## src/rtl/demux1_4_buffered_if.sv

```systemverilog
// demux1_4_buffered_if: input handshake plus four buffered output channels of the 1-to-4 demux
interface demux1_4_buffered_if #(parameter int WIDTH = 8, parameter int CNT_W = 8);
  logic [WIDTH-1:0] in_data;
  logic in_valid, in_ready;
  logic [1:0] S;
  logic [WIDTH-1:0] D0, D1, D2, D3;
  logic v0, v1, v2, v3;
  logic r0, r1, r2, r3;
  logic [CNT_W-1:0] cnt;
  modport master(output in_data, in_valid, S, r0, r1, r2, r3,
                 input in_ready, D0, D1, D2, D3, v0, v1, v2, v3, cnt);
  modport slave(input in_data, in_valid, S, r0, r1, r2, r3,
                output in_ready, D0, D1, D2, D3, v0, v1, v2, v3, cnt);
endinterface

```

## src/rtl/demux1_4_buffered.sv

```systemverilog
// demux1_4_buffered: steers each input word into one of four one-entry channel buffers.
// Define DEMUX_RR_EN to steer by an internal round-robin pointer instead of S.
module demux1_4_buffered #(
  parameter int WIDTH = 8,
  parameter int CNT_W = 8
) (
  input logic clk,
  input logic rst_n,
  demux1_4_buffered_if.slave bus
);
  logic [WIDTH-1:0] d [4];
  logic [3:0] v, r;
  logic [1:0] dst;
  logic rdy, acc;
  logic [CNT_W-1:0] cnt;
  assign r = {bus.r3, bus.r2, bus.r1, bus.r0};
`ifdef DEMUX_RR_EN
  logic [1:0] ptr;
  // pointer only moves on accept, so a stalled channel keeps strict order
  always_ff @(posedge clk) begin
    if (!rst_n) ptr <= '0;
    else if (acc) ptr <= ptr + 2'd1;
  end
  assign dst = ptr;
`else
  assign dst = bus.S;
`endif
  assign rdy = ~v[dst] | r[dst];
  assign acc = bus.in_valid & rdy;
  always_ff @(posedge clk) begin
    if (!rst_n) begin
      v <= '0;
      d <= '{default: '0};
      cnt <= '0;
    end else begin
      for (int i = 0; i < 4; i++) begin
        if (acc && dst == 2'(i)) begin
          v[i] <= 1'b1;
          d[i] <= bus.in_data;
        end else if (r[i]) v[i] <= 1'b0;
      end
      cnt <= cnt + CNT_W'(acc);
    end
  end
  assign bus.in_ready = rdy;
  assign bus.cnt = cnt;
  assign bus.D0 = d[0];
  assign bus.D1 = d[1];
  assign bus.D2 = d[2];
  assign bus.D3 = d[3];
  assign bus.v0 = v[0];
  assign bus.v1 = v[1];
  assign bus.v2 = v[2];
  assign bus.v3 = v[3];
endmodule

```

## src/flat_wrapper.sv

```systemverilog
// flat-port wrapper written by rule: the top's interface ports become plain ports
module demux1_4_buffered_flat 
#(
  parameter int WIDTH = 8,
  parameter int CNT_W = 8
)
  (clk, rst_n, bus_in_data, bus_in_valid, bus_S, bus_r0, bus_r1, bus_r2, bus_r3, bus_in_ready, bus_D0, bus_D1, bus_D2, bus_D3, bus_v0, bus_v1, bus_v2, bus_v3, bus_cnt);
  demux1_4_buffered_if #(.WIDTH(WIDTH), .CNT_W(CNT_W)) bus_i ();
  input logic clk;
  input logic rst_n;
  input wire logic [$bits(bus_i.in_data)-1:0] bus_in_data;
  input wire logic [$bits(bus_i.in_valid)-1:0] bus_in_valid;
  input wire logic [$bits(bus_i.S)-1:0] bus_S;
  input wire logic [$bits(bus_i.r0)-1:0] bus_r0;
  input wire logic [$bits(bus_i.r1)-1:0] bus_r1;
  input wire logic [$bits(bus_i.r2)-1:0] bus_r2;
  input wire logic [$bits(bus_i.r3)-1:0] bus_r3;
  output wire logic [$bits(bus_i.in_ready)-1:0] bus_in_ready;
  output wire logic [$bits(bus_i.D0)-1:0] bus_D0;
  output wire logic [$bits(bus_i.D1)-1:0] bus_D1;
  output wire logic [$bits(bus_i.D2)-1:0] bus_D2;
  output wire logic [$bits(bus_i.D3)-1:0] bus_D3;
  output wire logic [$bits(bus_i.v0)-1:0] bus_v0;
  output wire logic [$bits(bus_i.v1)-1:0] bus_v1;
  output wire logic [$bits(bus_i.v2)-1:0] bus_v2;
  output wire logic [$bits(bus_i.v3)-1:0] bus_v3;
  output wire logic [$bits(bus_i.cnt)-1:0] bus_cnt;
  assign bus_i.in_data = bus_in_data;
  assign bus_i.in_valid = bus_in_valid;
  assign bus_i.S = bus_S;
  assign bus_i.r0 = bus_r0;
  assign bus_i.r1 = bus_r1;
  assign bus_i.r2 = bus_r2;
  assign bus_i.r3 = bus_r3;
  assign bus_in_ready = bus_i.in_ready;
  assign bus_D0 = bus_i.D0;
  assign bus_D1 = bus_i.D1;
  assign bus_D2 = bus_i.D2;
  assign bus_D3 = bus_i.D3;
  assign bus_v0 = bus_i.v0;
  assign bus_v1 = bus_i.v1;
  assign bus_v2 = bus_i.v2;
  assign bus_v3 = bus_i.v3;
  assign bus_cnt = bus_i.cnt;
  demux1_4_buffered #(.WIDTH(WIDTH), .CNT_W(CNT_W)) u_core (.clk(clk), .rst_n(rst_n), .bus(bus_i));
endmodule
```

## config.mk

```make
export PLATFORM = sky130hd
export DESIGN_NAME = demux1_4_buffered_flat
export DESIGN_NICKNAME = d
export VERILOG_FILES = /design/src/rtl/demux1_4_buffered_if.sv /design/src/rtl/demux1_4_buffered.sv /design/src/flat_wrapper.sv
export SDC_FILE = /design/constraint.sdc
export NUM_CORES = 1
export LEC_CHECK = 0
export CORE_MARGIN = 3
export CORE_UTILIZATION = 44
export CTS_CLUSTER_DIAMETER = 150
export DETAILED_ROUTE_END_ITERATION = 10
export PLACE_DENSITY = 0.79
export SLEW_MARGIN = 40
export SYNTH_ARGS = -nofsm -noshare
export SYNTH_HDL_FRONTEND = slang
export SYNTH_SLANG_ARGS = --single-unit
```

## constraint.sdc

```tcl
create_clock -name clk -period 2.2 [get_ports clk]
set_input_delay 0.55 -clock clk [delete_from_list [all_inputs] [get_ports clk]]
set_output_delay 0.55 -clock clk [all_outputs]
set_load 0.02 [all_outputs]
```

==> results by group, run 1 <==
Outcome
  • Outcome: finished, final reports clean

Global routing
  • Vias in the first global route: 1283
  • Gr ovfl total: 0
  • GRT Util Overall: 17.1%
  • Initial antenna violation count: 0
  • First-pass GRT wire length: 5910 um
  • Largest net degree at the start of global routing: 29

Synth
  • Register area share after synthesis: 50.9%
  • Number of synthesized register bits: 44
  • Synth cell types: 24
  • Synth Net Count: 190
  • Syn avg cell area: 10.1 um^2
  • Top FF cell, synth: dfxtp_1
  • Most frequent cells after synthesis: nand2_1, dfxtp_1, mux2i_1
  • Yosys warning total: 0
  • Top cell type's share of synthesized area: 50.9%
  • Async set-reset flop share out of synthesis: 0%
  • Area leader, netlist: dfxtp_1
  • Most instantiated library cell after synthesis: nand2_1
  • Cells after Synth: 171
  • Post-Syn Area: 1730 um^2
  • Top cells by area, synth: dfxtp_1, mux2i_1, nand2_1
  • Number of flops mapped to enable cells by yosys: 0

STA
  • Final Skew: 0.00618 ns
  • Max Slew Vio Count: 0
  • Setup Viol. Count Final: 0
  • Worst slew pin tran: 0.431 ns
  • Final worst-path setup slack: 0.101 ns
  • FMAX: 0.476 GHz
  • Final hold vios: 0
  • RSZ-0062 raised after global routing: false
  • Relative max-transition margin: 71.2%
  • Period utilisation layout: 95.4%
  • Final Critical Period: 2.10 ns

Hold path
  • Cells on Worst Hold Path: 2
  • Min-delay worst type: register to register
  • HP Start: u_core.bus.D0[6]
  • Worst Hold Endpoint: u_core.bus.D0[6]

Floorplanning
  • Die X: 68.7 um
  • DIE AREA: 4720 um^2
  • I/O pins: 62
  • Initial Utilization: 46.5%
  • Die Ht: 68.7 um
  • CORE AREA: 3720 um^2
  • Row Count: 22

Route
  • Pre-antenna DRT Iters: 2
  • DRC errors left: 0
  • Via-to-Cell Ratio: 4.72
  • DRT Wirelength: 3660 um
  • Initial drt markers: 54
  • Via count: 1355
  • Post-route ant nets: 0
  • Routed len/inst: 12.7 um

Layout
  • Ant diodes: 0
  • Fraction of layout cells with a size suffix above 1: 10.0%
  • Synthesis-to-layout area growth: 46.7%
  • Post-Layout Cell Count: 287
  • Nets: 257

Power
  • Total power: 1.56 mW
  • Clock share of power: 32.4%
  • Int Pwr: 1.19 mW
  • Combinational Power Share: 13.8%
  • Sw Ratio: 23.6%
  • Max VDD drop: 0.468 mV
  • Switching power: 0.368 mW
  • Pwr dens: 615 nW/um^2
  • Static Leakage: 0.991 nW
  • Power share of the sequential group: 53.8%

Worst setup path
  • Crit start category: primary input
  • CP max FO: 3
  • RR Endpoint: u_core.bus.cnt[4]
  • Arr. time, crit path: 1.55 ns
  • Critical path endpoint category: primary output
  • Kind of critical path: primary input to primary output
  • Critical Path RT: 1.65 ns
  • Worst r2r path cells: 8
  • Worst r2r src: u_core.v[3]
  • Reg2reg setup slack: 0.32 ns

CTS
  • Clock sink count: 44
  • H-tree levels: 2
  • CTS max path bufs: 2
  • CTS clk-pin slew, worst paths: 0.07 ns
  • Root Buffer: clkbuf_8
  • CTS Buf Count: 5
  • Clk_lat worst skew: 0.28 ns
  • CTS tree: yes

Placed design
  • Worst slack at placement: -0.470 ns
  • Routability Congestion: 0.672
  • Hpwl dp: 2650 um
  • Placed Cells: 279
  • Buffers added on ports: 61

Run
  • # Max-Cap Violations: 0
-- final cells by class --
class                      instances  area [um^2]
fill                             315         1180
sequential                        44          881
multi-input combinational        116          810
timing repair buffer              70          693
clock buffer                       8         90.1
tap                               48         60.1
inverter                           1         3.75
-- per-stage QoR --
stage / setup TNS [ns] / util [%] / instance area, um^2 / hold slack [ns]
after global routing: 0 / 68.3 / 2540 / 0.484
final: 0 / 68.3 / 2540 / 0.461
after detailed placement: -2.49 / 65.7 / 2440 / 0.446
after floorplan: 0 / - / 1730 / 0.533
after CTS: 0 / 68.3 / 2540 / 0.465
after global placement: -2.35 / 65.7 / 2440 / 0.442
-- flip-flops by register name, summed over array words and instances (netlist names) --
signal          flops
u_core.bus.D0       8
u_core.bus.cnt      8
u_core.bus.D1       8
u_core.bus.D2       8
u_core.bus.D3       8
u_core.v            4
-- timing repair --
item | CTS | global route
resized for setup | 13 | 0
hold buffers | 0 | 0
endpoints found under the setup margin | 4 | 0
setup buffers | 0 | 0
-- critical path, cell delays in order --
cell	delay [ns]
dlygate4sd2_1	0.23
nand2b_4	0.14
mux4_2	0.48
buf_6	0.15
-- per-layer routing --
metal | GRT usage [%] | share of wire (%) | up-vias
li1 | - | - | 699
met1 | 20.3 | 46 | 608
met2 | 27.4 | 45 | 46
met3 | 8.43 | 9.2 | 2
met4 | 4.38 | 0.30 | 0
met5 | 0 | 0 | -
-- cell families after synthesis --
group	count (synthesis)	share of synthesized area, %
adder cells (fa/ha/maj)	2	1.45
buffers and inverters	11	3.11
multiplexers	34	20.4
XOR/XNOR	3	1.52
AO/OA/AOI/OAI	8	3.18
AND/OR/NAND/NOR	69	19.4
flip-flops	44	50.9
-- power groups by stage --
stage	clock network [mW]	registers (mW)	logic, mW
after floorplan	0	0.891	0.0743
after global placement	0	0.857	0.217
after detailed placement	0	0.858	0.219
after CTS	0.520	0.840	0.218
after global routing	0.558	0.843	0.234
final	0.505	0.840	0.215
-- layout by cell type (no fill, tap or decap), types with 3 or more instances in the layout --
cell type / instances
buf_4: 7
clkdlybuf4s50_1: 54
dfxtp_1: 44
nand2_1: 45
mux2i_1: 33
and2_1: 6
a21boi_1: 3
dlygate4sd2_1: 5
nand2b_4: 4
clkbuf_8: 6
nand3_1: 4
nor2b_1: 3
-- worst max path at each step --
| stage | cells after the start | from | end | slack (ns) |
|---|---|---|---|---|
| after floorplan | 8 | bus_r3 | u_core.bus.cnt[4] | 0.002 |
| after global placement | 4 | bus_r3 | bus_in_ready | -0.46 |
| after detailed placement | 4 | bus_r2 | bus_in_ready | -0.47 |
| after CTS | 4 | bus_r2 | bus_in_ready | 0.1 |
| after global routing | 8 | bus_S[1] | u_core.bus.cnt[6] | 0.04 |
| final | 4 | bus_r2 | bus_in_ready | 0.10 |
Note: power is estimated with default switching activity, not from simulation.
==> run 2, diff against run 1 <==
- PLACE_DENSITY: 0.79 -> 0.75
==> run 2 against run 1 <==
Net effect: cell area is 1.2% higher; via count increased by 5.6%; total power up 0.68%; sequential power about the same; clock skew shrank 0.0016 ns; clock power increased by 1%; cell count is 1.0% higher; critical path type unchanged; highest routed layer unchanged; routed wire length is 9.3% higher; clock-buffer cell count fell by 2; sequential share of layout area is 0.41 points lower; global-route usage rose by 2.0 points; largest power group unchanged; critical endpoint unchanged; non-clock buffer count increased by 3.
==> results by group, run 2 (synthesis results as in run 1) <==
STA
  • Relative max-transition margin: 84.2% (+13 points)
  • Setup Total Neg Slack: 0 ns (unchanged)
  • FMAX: 0.469 GHz (-1.6%)
  • Final Critical Period: 2.13 ns (+0.0333 ns)
  • Final Skew: 0.00453 ns (-0.00165 ns)
  • Period utilisation layout: 96.9% (+1.5 points)
  • RSZ-0062 raised after global routing: false
  • Final hold vios: 0 (unchanged)
  • Setup Viol. Count Final: 0 (unchanged)
  • Worst slew pin tran: 0.236 ns (-0.196 ns)
  • Max Slew Vio Count: 0 (unchanged)

Route
  • Via-to-Cell Ratio: 4.93 (+4.5%)
  • Max layer used: met4
  • DRT Wirelength: 4000 um (+9.3%)
  • Met1 Wirelength: 1670 um (+0.24%)
  • Post-route ant nets: 0 (unchanged)
  • Met3 WL: 226 um (-33%)
  • Initial drt markers: 64 (+19%)
  • Via count: 1431 (+5.6%)
  • Routed length on met2: 2010 um (+23%)
  • Routed len/inst: 13.8 um (+8.2%)
  • Pre-antenna DRT Iters: 4 (+2)
  • DRC errors left: 0 (unchanged)

Layout
  • Synthesis-to-layout area growth: 48.5%
  • Final Instance Area: 2570 um^2 (+1.2%)
  • Most frequent cells in the layout: clkdlybuf4s50_1, nand2_1, dfxtp_1
  • Ant diodes: 0 (unchanged)
  • Nets: 260 (+1.2%)
  • Fraction of layout cells with a size suffix above 1: 11.6% (+1.5 points)
  • Commonest non-fill, non-tap cell in the layout: clkdlybuf4s50_1
  • Post-Layout Cell Count: 290 (+1.0%)

Placed design
  • Placed Cells: 281 (+0.72%)
  • Placed cell areas: 2460 um^2 (+0.82%)
  • Buffers added on ports: 61 (unchanged)
  • Routability Congestion: 0.697 (+3.7%)
  • Hpwl dp: 2950 um (+11%)

Worst setup path
  • Reg2reg setup slack: 0.29 ns (-0.03 ns)
  • Critical Path RT: 1.65 ns (about the same)
  • CP max FO: 2 (-1)
  • Kind of critical path: primary input to primary output
  • Critical path endpoint category: primary output
  • Crit start category: primary input
  • Arr. time, crit path: 1.58 ns (+0.03 ns)

Hold path
  • Min-delay worst type: register to register

Floorplanning
  • Die Ht: 68.7 um (unchanged)
  • Row Count: 22 (unchanged)
  • Die X: 68.7 um (unchanged)
  • DIE AREA: 4720 um^2 (unchanged)
  • Initial Utilization: 46.5% (unchanged)
  • I/O pins: 62 (unchanged)
  • CORE AREA: 3720 um^2 (unchanged)

Global routing
  • Vias in the first global route: 1427 (+11%)
  • Initial antenna violation count: 0 (unchanged)
  • Gr ovfl total: 0 (unchanged)
  • First-pass GRT wire length: 6530 um (+11%)
  • Largest net degree at the start of global routing: 54 (+86%)
  • GRT Util Overall: 19.0% (+2.0 points)

Run
  • # Max-Cap Violations: 0 (unchanged)

CTS
  • Root Buffer: clkbuf_8
  • Clk_lat worst skew: 0.29 ns (about the same)
  • CTS Buf Count: 5 (unchanged)
  • H-tree levels: 2 (unchanged)
  • CTS tree: yes
  • CTS clk-pin slew, worst paths: 0.08 ns (about the same)
  • CTS max path bufs: 2 (unchanged)
  • Cts hold-fix bufs: 0 (unchanged)
  • Clock sink count: 44 (unchanged)

Outcome
  • Outcome: finished, final reports clean

Power
  • Max VDD drop: 0.476 mV (+1.6%)
  • Static Leakage: 1.01 nW (+1.8%)
  • Pwr dens: 612 nW/um^2 (-0.50%)
run 2: cell types whose count changed in the layout (fill, tap and decap cells not counted):
cell	delta
buf_4	+3
clkbuf_1	-2
clkinv_2	+2
clkdlybuf4s50_1	+1
buf_2	-1
run 2: layout make-up:
class	count	area, um^2
flip-flops and latches	44	881
inverters	1	3.75
fillers	307	1150
multi-input cells	116	810
repair buffers	73	721
clock inverters	2	10.0
well taps	48	60.1
clock buffers	6	82.6
run 2: repair_timing:
| item | in CTS | in global routing |
|---|---|---|
| gates resized for setup | 12 | 1 |
| endpoints found under the setup margin | 4 | 1 |
| buffers inserted | 1 | 0 |
run 2: routing by layer:
metal  vias up  track usage, %
met4         0            9.49
met1       679            21.4
met2        37            32.7
li1        708               -
met3         7            5.51
met5         -               0
run 2: power breakdown:
part | total, mW | leakage (nW) | switching, mW | internal (mW)
clock | 0.511 | 0.0510 | 0.260 | 0.250
combinational | 0.220 | 0.600 | 0.104 | 0.115
sequential | 0.840 | 0.357 | 0.0168 | 0.823
run 2: worst paths after layout:
check | startpoint | cells past startpoint | end
max | bus_r1 | 4 | bus_in_ready
min | u_core.bus.D1[3] | 2 | u_core.bus.D1[3]
max reg2reg | u_core.v[1] | 8 | u_core.bus.cnt[4]
min reg2reg | u_core.bus.D1[3] | 2 | u_core.bus.D1[3]
run 2: through the flow:
| step | hold WS [ns] | power (mW) | setup slack [ns] | util (%) |
|---|---|---|---|---|
| floorplan | 0.533 | 0.965 | 0.00167 | - |
| finish | 0.460 | 1.57 | 0.0679 | 69.1 |
| CTS | 0.461 | 1.59 | 0.0866 | 69.0 |
| global placement | 0.443 | 1.08 | -0.461 | 66.3 |
| global route | 0.483 | 1.65 | 0.00328 | 69.1 |
| detailed placement | 0.446 | 1.08 | -0.519 | 66.3 |
run 2: critical path, cell delays in order:
cell and delay [ns]:
dlygate4sd2_1 0.26, nand2b_4 0.15, mux4_2 0.47, buf_6 0.15
==> run 3, diff against run 2 <==
- CTS_CLUSTER_SIZE: unset -> 30
==> results of run 3 <==
The final DEF is identical to that of run 2; final timing and power are the same.
==> edit 1, RTL diff (flow settings as in run 2) <==
`CNT_W` is set to 8 in 3 places; all go to 10.
--- a/src/rtl/demux1_4_buffered_if.sv
+++ b/src/rtl/demux1_4_buffered_if.sv
@@ -1,5 +1,5 @@
 // demux1_4_buffered_if: input handshake plus four buffered output channels of the 1-to-4 demux
-interface demux1_4_buffered_if #(parameter int WIDTH = 8, parameter int CNT_W = 8);
+interface demux1_4_buffered_if #(parameter int WIDTH = 8, parameter int CNT_W = 10);
   logic [WIDTH-1:0] in_data;
   logic in_valid, in_ready;
   logic [1:0] S;
--- a/src/rtl/demux1_4_buffered.sv
+++ b/src/rtl/demux1_4_buffered.sv
@@ -2,7 +2,7 @@
 // Define DEMUX_RR_EN to steer by an internal round-robin pointer instead of S.
 module demux1_4_buffered #(
   parameter int WIDTH = 8,
-  parameter int CNT_W = 8
+  parameter int CNT_W = 10
 ) (
   input logic clk,
   input logic rst_n,
--- a/src/flat_wrapper.sv
+++ b/src/flat_wrapper.sv
@@ -2,7 +2,7 @@
 module demux1_4_buffered_flat 
 #(
   parameter int WIDTH = 8,
-  parameter int CNT_W = 8
+  parameter int CNT_W = 10
 )
   (clk, rst_n, bus_in_data, bus_in_valid, bus_S, bus_r0, bus_r1, bus_r2, bus_r3, bus_in_ready, bus_D0, bus_D1, bus_D2, bus_D3, bus_v0, bus_v1, bus_v2, bus_v3, bus_cnt);
   demux1_4_buffered_if #(.WIDTH(WIDTH), .CNT_W(CNT_W)) bus_i ();
Interface: changed (resized bus_cnt); port bits go from 62 to 64. No check against the original RTL was run, so the function may have changed too.
==> edit 1 against run 2 <==
Clock skew is 4.5 ps higher. Setup slack worse by 20 ps. Utilization is 1.2 points higher. Synthesized area is 6.9% higher. Power is 0.72% higher. Sequential cell count is 2 higher. Routed wire length is 27% higher. Die area is 6.3% higher. Count of clock-buffer cells in the layout is 1 higher. Final area is 5.5% higher. Synthesized cell count is 24% higher.
==> edit 1: results (changes against run 2) <==
first-pass GRT wire length=8310 um (was 6530 um); met2 GRT Util=0.331 (was 0.327); via/cell ratio=5.64 (was 4.93); Setup Fix Bufs, Post-CTS=0 (was 1); number of global-route vias before repair=1669 (was 1427); share of cells above drive strength 1=0.111 (was 0.116); crit path DAT=2380 ps (was 1580 ps); 1st-iter DRT viols=147 (was 64); adder-cell share of the synthesized area=0.0135 (was 0.0145); top post-synthesis cells by area=dfxtp_1 50%, a21oi_1 11%, nand3_1 9.7%, o21ai_0 9.2%, clkbuf_1 1.6% (was dfxtp_1 51%, mux2i_1 19%, nand2_1 9.8%, nand2b_4 2.4%, and2_1 2.2%); mux cell area share after synthesis=0.0122 (was 0.204); largest net degree at the start of global routing=45 (was 54); M1 wire length=2270 um (was 1670 um); Pre-antenna DRT Iters=7 (was 4); fill count=335 (was 307); cell class contributing the biggest share of worst-path delay=simple AND/OR/NAND/NOR gates (was multiplexers); final WL=5100 um (was 4000 um); Commonest cells post-synth=46 x dfxtp_1, 41 x a21oi_1, 36 x nand3_1 (was 45 x nand2_1, 44 x dfxtp_1, 33 x mux2i_1); M1 GR Usage=0.287 (was 0.214); register area share after synthesis=0.498 (was 0.509); post-DP HPWL=3490 um (was 2950 um); grt met3 use=0.0398 (was 0.0551); Slew HR=0.663 (was 0.842); clk_skew=9.02 ps (was 4.53 ps); critical path's largest stage delay=510 ps (was 470 ps); nets=299 (was 260); Max rail drop VDD=0.458 mV (was 0.476 mV); post-synthesis compound-gate area fraction=0.214 (was 0.0318); worst-path fanout max=3 (was 2); Global Route Usage Sum=0.206 (was 0.190); status=completed (unchanged); Crit-path slowest cell=clkdlybuf4s50_1 (was mux4_2); Synth Area in XOR/XNOR=0.0142 (was 0.0152)
edit 1: per-stage QoR:
step,setup slack (ps),std cells,hold slack (ps),area (um2)
floorplan,-117,212,553,1920
global placement,-504,321,463,2620
detailed placement,-507,321,466,2620
CTS,58.2,328,479,2700
global route,-1.26,328,493,2710
finish,48.4,328,477,2710
edit 1: repair_timing:
item / in CTS / in global routing
hold buffers: 0 / 0
cloned: 0 / 0
resized for setup: 13 / 1
pin swaps: 3 / 0
setup endpoints to repair: 8 / 1
edit 1: cell type report:
class | count | area [um2] | area share
inverters | 2 | 7.51 | 0.00277
clock buffers | 7 | 76.3 | 0.0282
repair buffers | 75 | 728 | 0.269
multi-input cells | 150 | 916 | 0.338
well taps | 48 | 60.1 | 0.0222
flip-flops and latches | 46 | 921 | 0.340
edit 1: worst register-to-register path: stages, from the launching register on:
cell and delay, ps:
dfxtp_1 400, nand2b_4 70, mux4_2 490, and2_4 190
ha_4 170, ha_4 160, nand3_1 100, xor2_1 160
nor2_1 50
edit 1: worst paths after layout:
| kind | slack (ps) | cells after the start | start | endpoint |
|---|---|---|---|---|
| setup / recovery | 50 | 8 | bus_S[0] | u_core.bus.cnt[8] |
| hold / removal | 480 | 2 | u_core.bus.D0[2] | u_core.bus.D0[2] |
| setup reg to reg | 310 | 8 | u_core.v[3] | u_core.bus.cnt[4] |
| hold reg to reg | 480 | 2 | u_core.bus.D0[2] | u_core.bus.D0[2] |
edit 1: power by group:
group          leakage [nW]  internal, W  switching [W]
sequential            0.374     0.000858      0.0000186
clock                0.0383     0.000219       0.000257
combinational         0.514     0.000110       0.000119
total                 0.926      0.00119       0.000394
==> edit 2, RTL diff (settings of run 2) <==
Without the edit above. The option `DEMUX_RR_EN` is turned on by a define.
--- a/src/rtl/demux1_4_buffered.sv
+++ b/src/rtl/demux1_4_buffered.sv
@@ -1,5 +1,7 @@
 // demux1_4_buffered: steers each input word into one of four one-entry channel buffers.
 // Define DEMUX_RR_EN to steer by an internal round-robin pointer instead of S.
+`define DEMUX_RR_EN
+
 module demux1_4_buffered #(
   parameter int WIDTH = 8,
   parameter int CNT_W = 8
Behaviour: not the same (a bounded check fails within 4 cycles, from zero or initial values and one cycle with rst_n low).
==> edit 2 against run 2 <==
Power grew 9.1%. Routed wire length grew 7.2%. Critical path type is now in -> reg. Sequential cell count grew 2. Final area grew 4.6%. Synthesized area grew 7.2%. First-iteration DRC count grew 34%. Synthesized cell count grew 5.8%. Setup slack lost 32 ps. Largest cell class is now multi-input gates.
==> edit 2: results (changes against run 2) <==
first-pass GRT wire length=6870 um (was 6530 um); Crit-path slowest cell=mux4_2 (unchanged); DR vias=1445 (was 1431); fill count=300 (was 307); input/output buffers=59 (was 61); register area share after synthesis=0.497 (was 0.509); Worst Setup SP=bus_r2 (was bus_r1); crit path DAT=2360 ps (was 1580 ps); number of global-route vias before repair=1513 (was 1427); largest net degree at the start of global routing=36 (was 54); Hold Crit Start=u_core.bus.D0[7] (was u_core.bus.D1[3]); CTS Hold Bufs=0 (unchanged); worst hold path type=reg -> reg (unchanged); share of cells above drive strength 1=0.129 (was 0.116); Commonest cells post-synth=46 x dfxtp_1, 42 x nand2_1, 33 x mux2i_1 (was 45 x nand2_1, 44 x dfxtp_1, 33 x mux2i_1); antenna violations before repair=0 (unchanged); clk_skew=8.94 ps (was 4.53 ps); M1 wire length=1910 um (was 1670 um); Switching Power=0.000443 W (was 0.000382 W); Pre-antenna DRT Iters=4 (unchanged); routed wl met2=2020 um (was 2010 um); Max rail drop VDD=0.430 mV (was 0.476 mV); critical path's largest stage delay=480 ps; Worst-Skew Late Latency=310 ps (was 290 ps); synth unique cells=21 (was 24); Wirelength per Cell=14.4 um (was 13.8 um); Synth async-reset ratio=0 (unchanged); Layout Cells excl Fill=297 (was 290); CTS buffer count=5 (unchanged); worst-path fanout max=3 (was 2); cell count after synthesis=181 (was 171); post-DP HPWL=3080 um (was 2950 um); Placed Instances=288 (was 281); r2r startpoint=u_core.dst[1] (was u_core.v[1]); Pleak=1.04 nW (was 1.01 nW); Mapped Nets=204 (was 190); 1st-iter DRT viols=86 (was 64); nets=271 (was 260); Slew HR=0.719 (was 0.842); routed length on met3=299 um (was 226 um); top post-synthesis cells by area=dfxtp_1 50%, mux2i_1 18%, nand2_1 8.5%, ha_1 4.1%, and2_1 3.0% (was dfxtp_1 51%, mux2i_1 19%, nand2_1 9.8%, nand2b_4 2.4%, and2_1 2.2%); GPL Wtd Cong=0.855 (was 0.697); clock-pin slew on the worst setup and hold paths=80 ps (about the same); status=completed (unchanged); uppermost layer routed=met4 (unchanged); Global Route Usage Sum=0.175 (was 0.190); htree depth=2 (unchanged)
-- edit 2: cell count changes after synthesis, sizes merged, moves of 2 or more --
| cell | before | now |
|---|---|---|
| ha | 2 | 6 |
| a21boi | 5 | 0 |
| nor3 | 2 | 0 |
| and3 | 1 | 6 |
| or3 | 2 | 0 |
| buf | 6 | 4 |
| and2 | 6 | 9 |
| nand2 | 45 | 42 |
| o21a | 1 | 4 |
| dfxtp | 44 | 46 |
| xnor2 | 2 | 4 |
| clkbuf | 4 | 6 |
-- edit 2: logic make-up (layout without fill, tap and decap cells) --
family / count (synthesis) / count (layout) / share of synthesized area
buf+inv: 12 / 80 / 0.0405
mux: 34 / 34 / 0.190
simple gates: 70 / 70 / 0.177
xor+xnor: 6 / 6 / 0.0284
compound gates: 7 / 7 / 0.0263
fa+ha+maj: 6 / 6 / 0.0405
flops: 46 / 46 / 0.497
-- edit 2: final timing paths --
check / depth (start not counted) / end / slack, ps
max reg2reg: 9 / u_core.bus.cnt[5] / 170
min reg2reg: 2 / u_core.bus.D0[7] / 460
max: 10 / u_core.bus.cnt[5] / 40
min: 2 / u_core.bus.D0[7] / 460
-- edit 2: worst max-delay path, delay by kind of cell --
kind,cells,cell delay (ps)
mux,1,480
simple gates,5,710
xor+xnor,1,60
fa+ha+maj,1,170
buf+inv,2,390
-- edit 2: stage by stage --
stage               utilization  cell area, um2  setup slack (ps)  setup TNS (ps)  hold WS, ps
finish                    0.697            2690              36.2               0          463
global route              0.697            2690              8.93               0          479
CTS                       0.697            2690              33.0               0          466
detailed placement        0.657            2530              -542          -12750          446
global placement          0.657            2530              -487           -9690          445
floorplan                     -            1870              17.8               0          462
-- edit 2: layout make-up --
class	instances	area, um2	area share
flip-flops and latches	46	921	0.343
repair buffers	70	677	0.252
multi-input cells	123	930	0.346
well taps	48	60.1	0.0224
clock buffers	7	86.3	0.0321
inverters	2	7.51	0.00279
clock inverters	1	5.00	0.00186
-- edit 2: metal layers --
metal,up-vias,GRT usage
met1,664,0.203
met4,0,0.0668
met2,43,0.283
met3,7,0.0781
li1,731,-
met5,-,0
-- edit 2: power by group through the flow --
stage	Clock (W)	Sequential [W]	Combinational (W)
final	0.000529	0.000898	0.000286
after global routing	0.000573	0.000902	0.000307
after CTS	0.000532	0.000897	0.000287
after detailed placement	0	0.000912	0.000278
after global placement	0	0.000910	0.000272
after floorplan	0	0.000950	0.000111
-- edit 2: repair_timing --
| action | in CTS | in global routing |
|---|---|---|
| resized for setup | 18 | 0 |
| hold endpoints to repair | 0 | 0 |
| endpoints found under the setup margin | 8 | 0 |
| setup buffers | 1 | 0 |
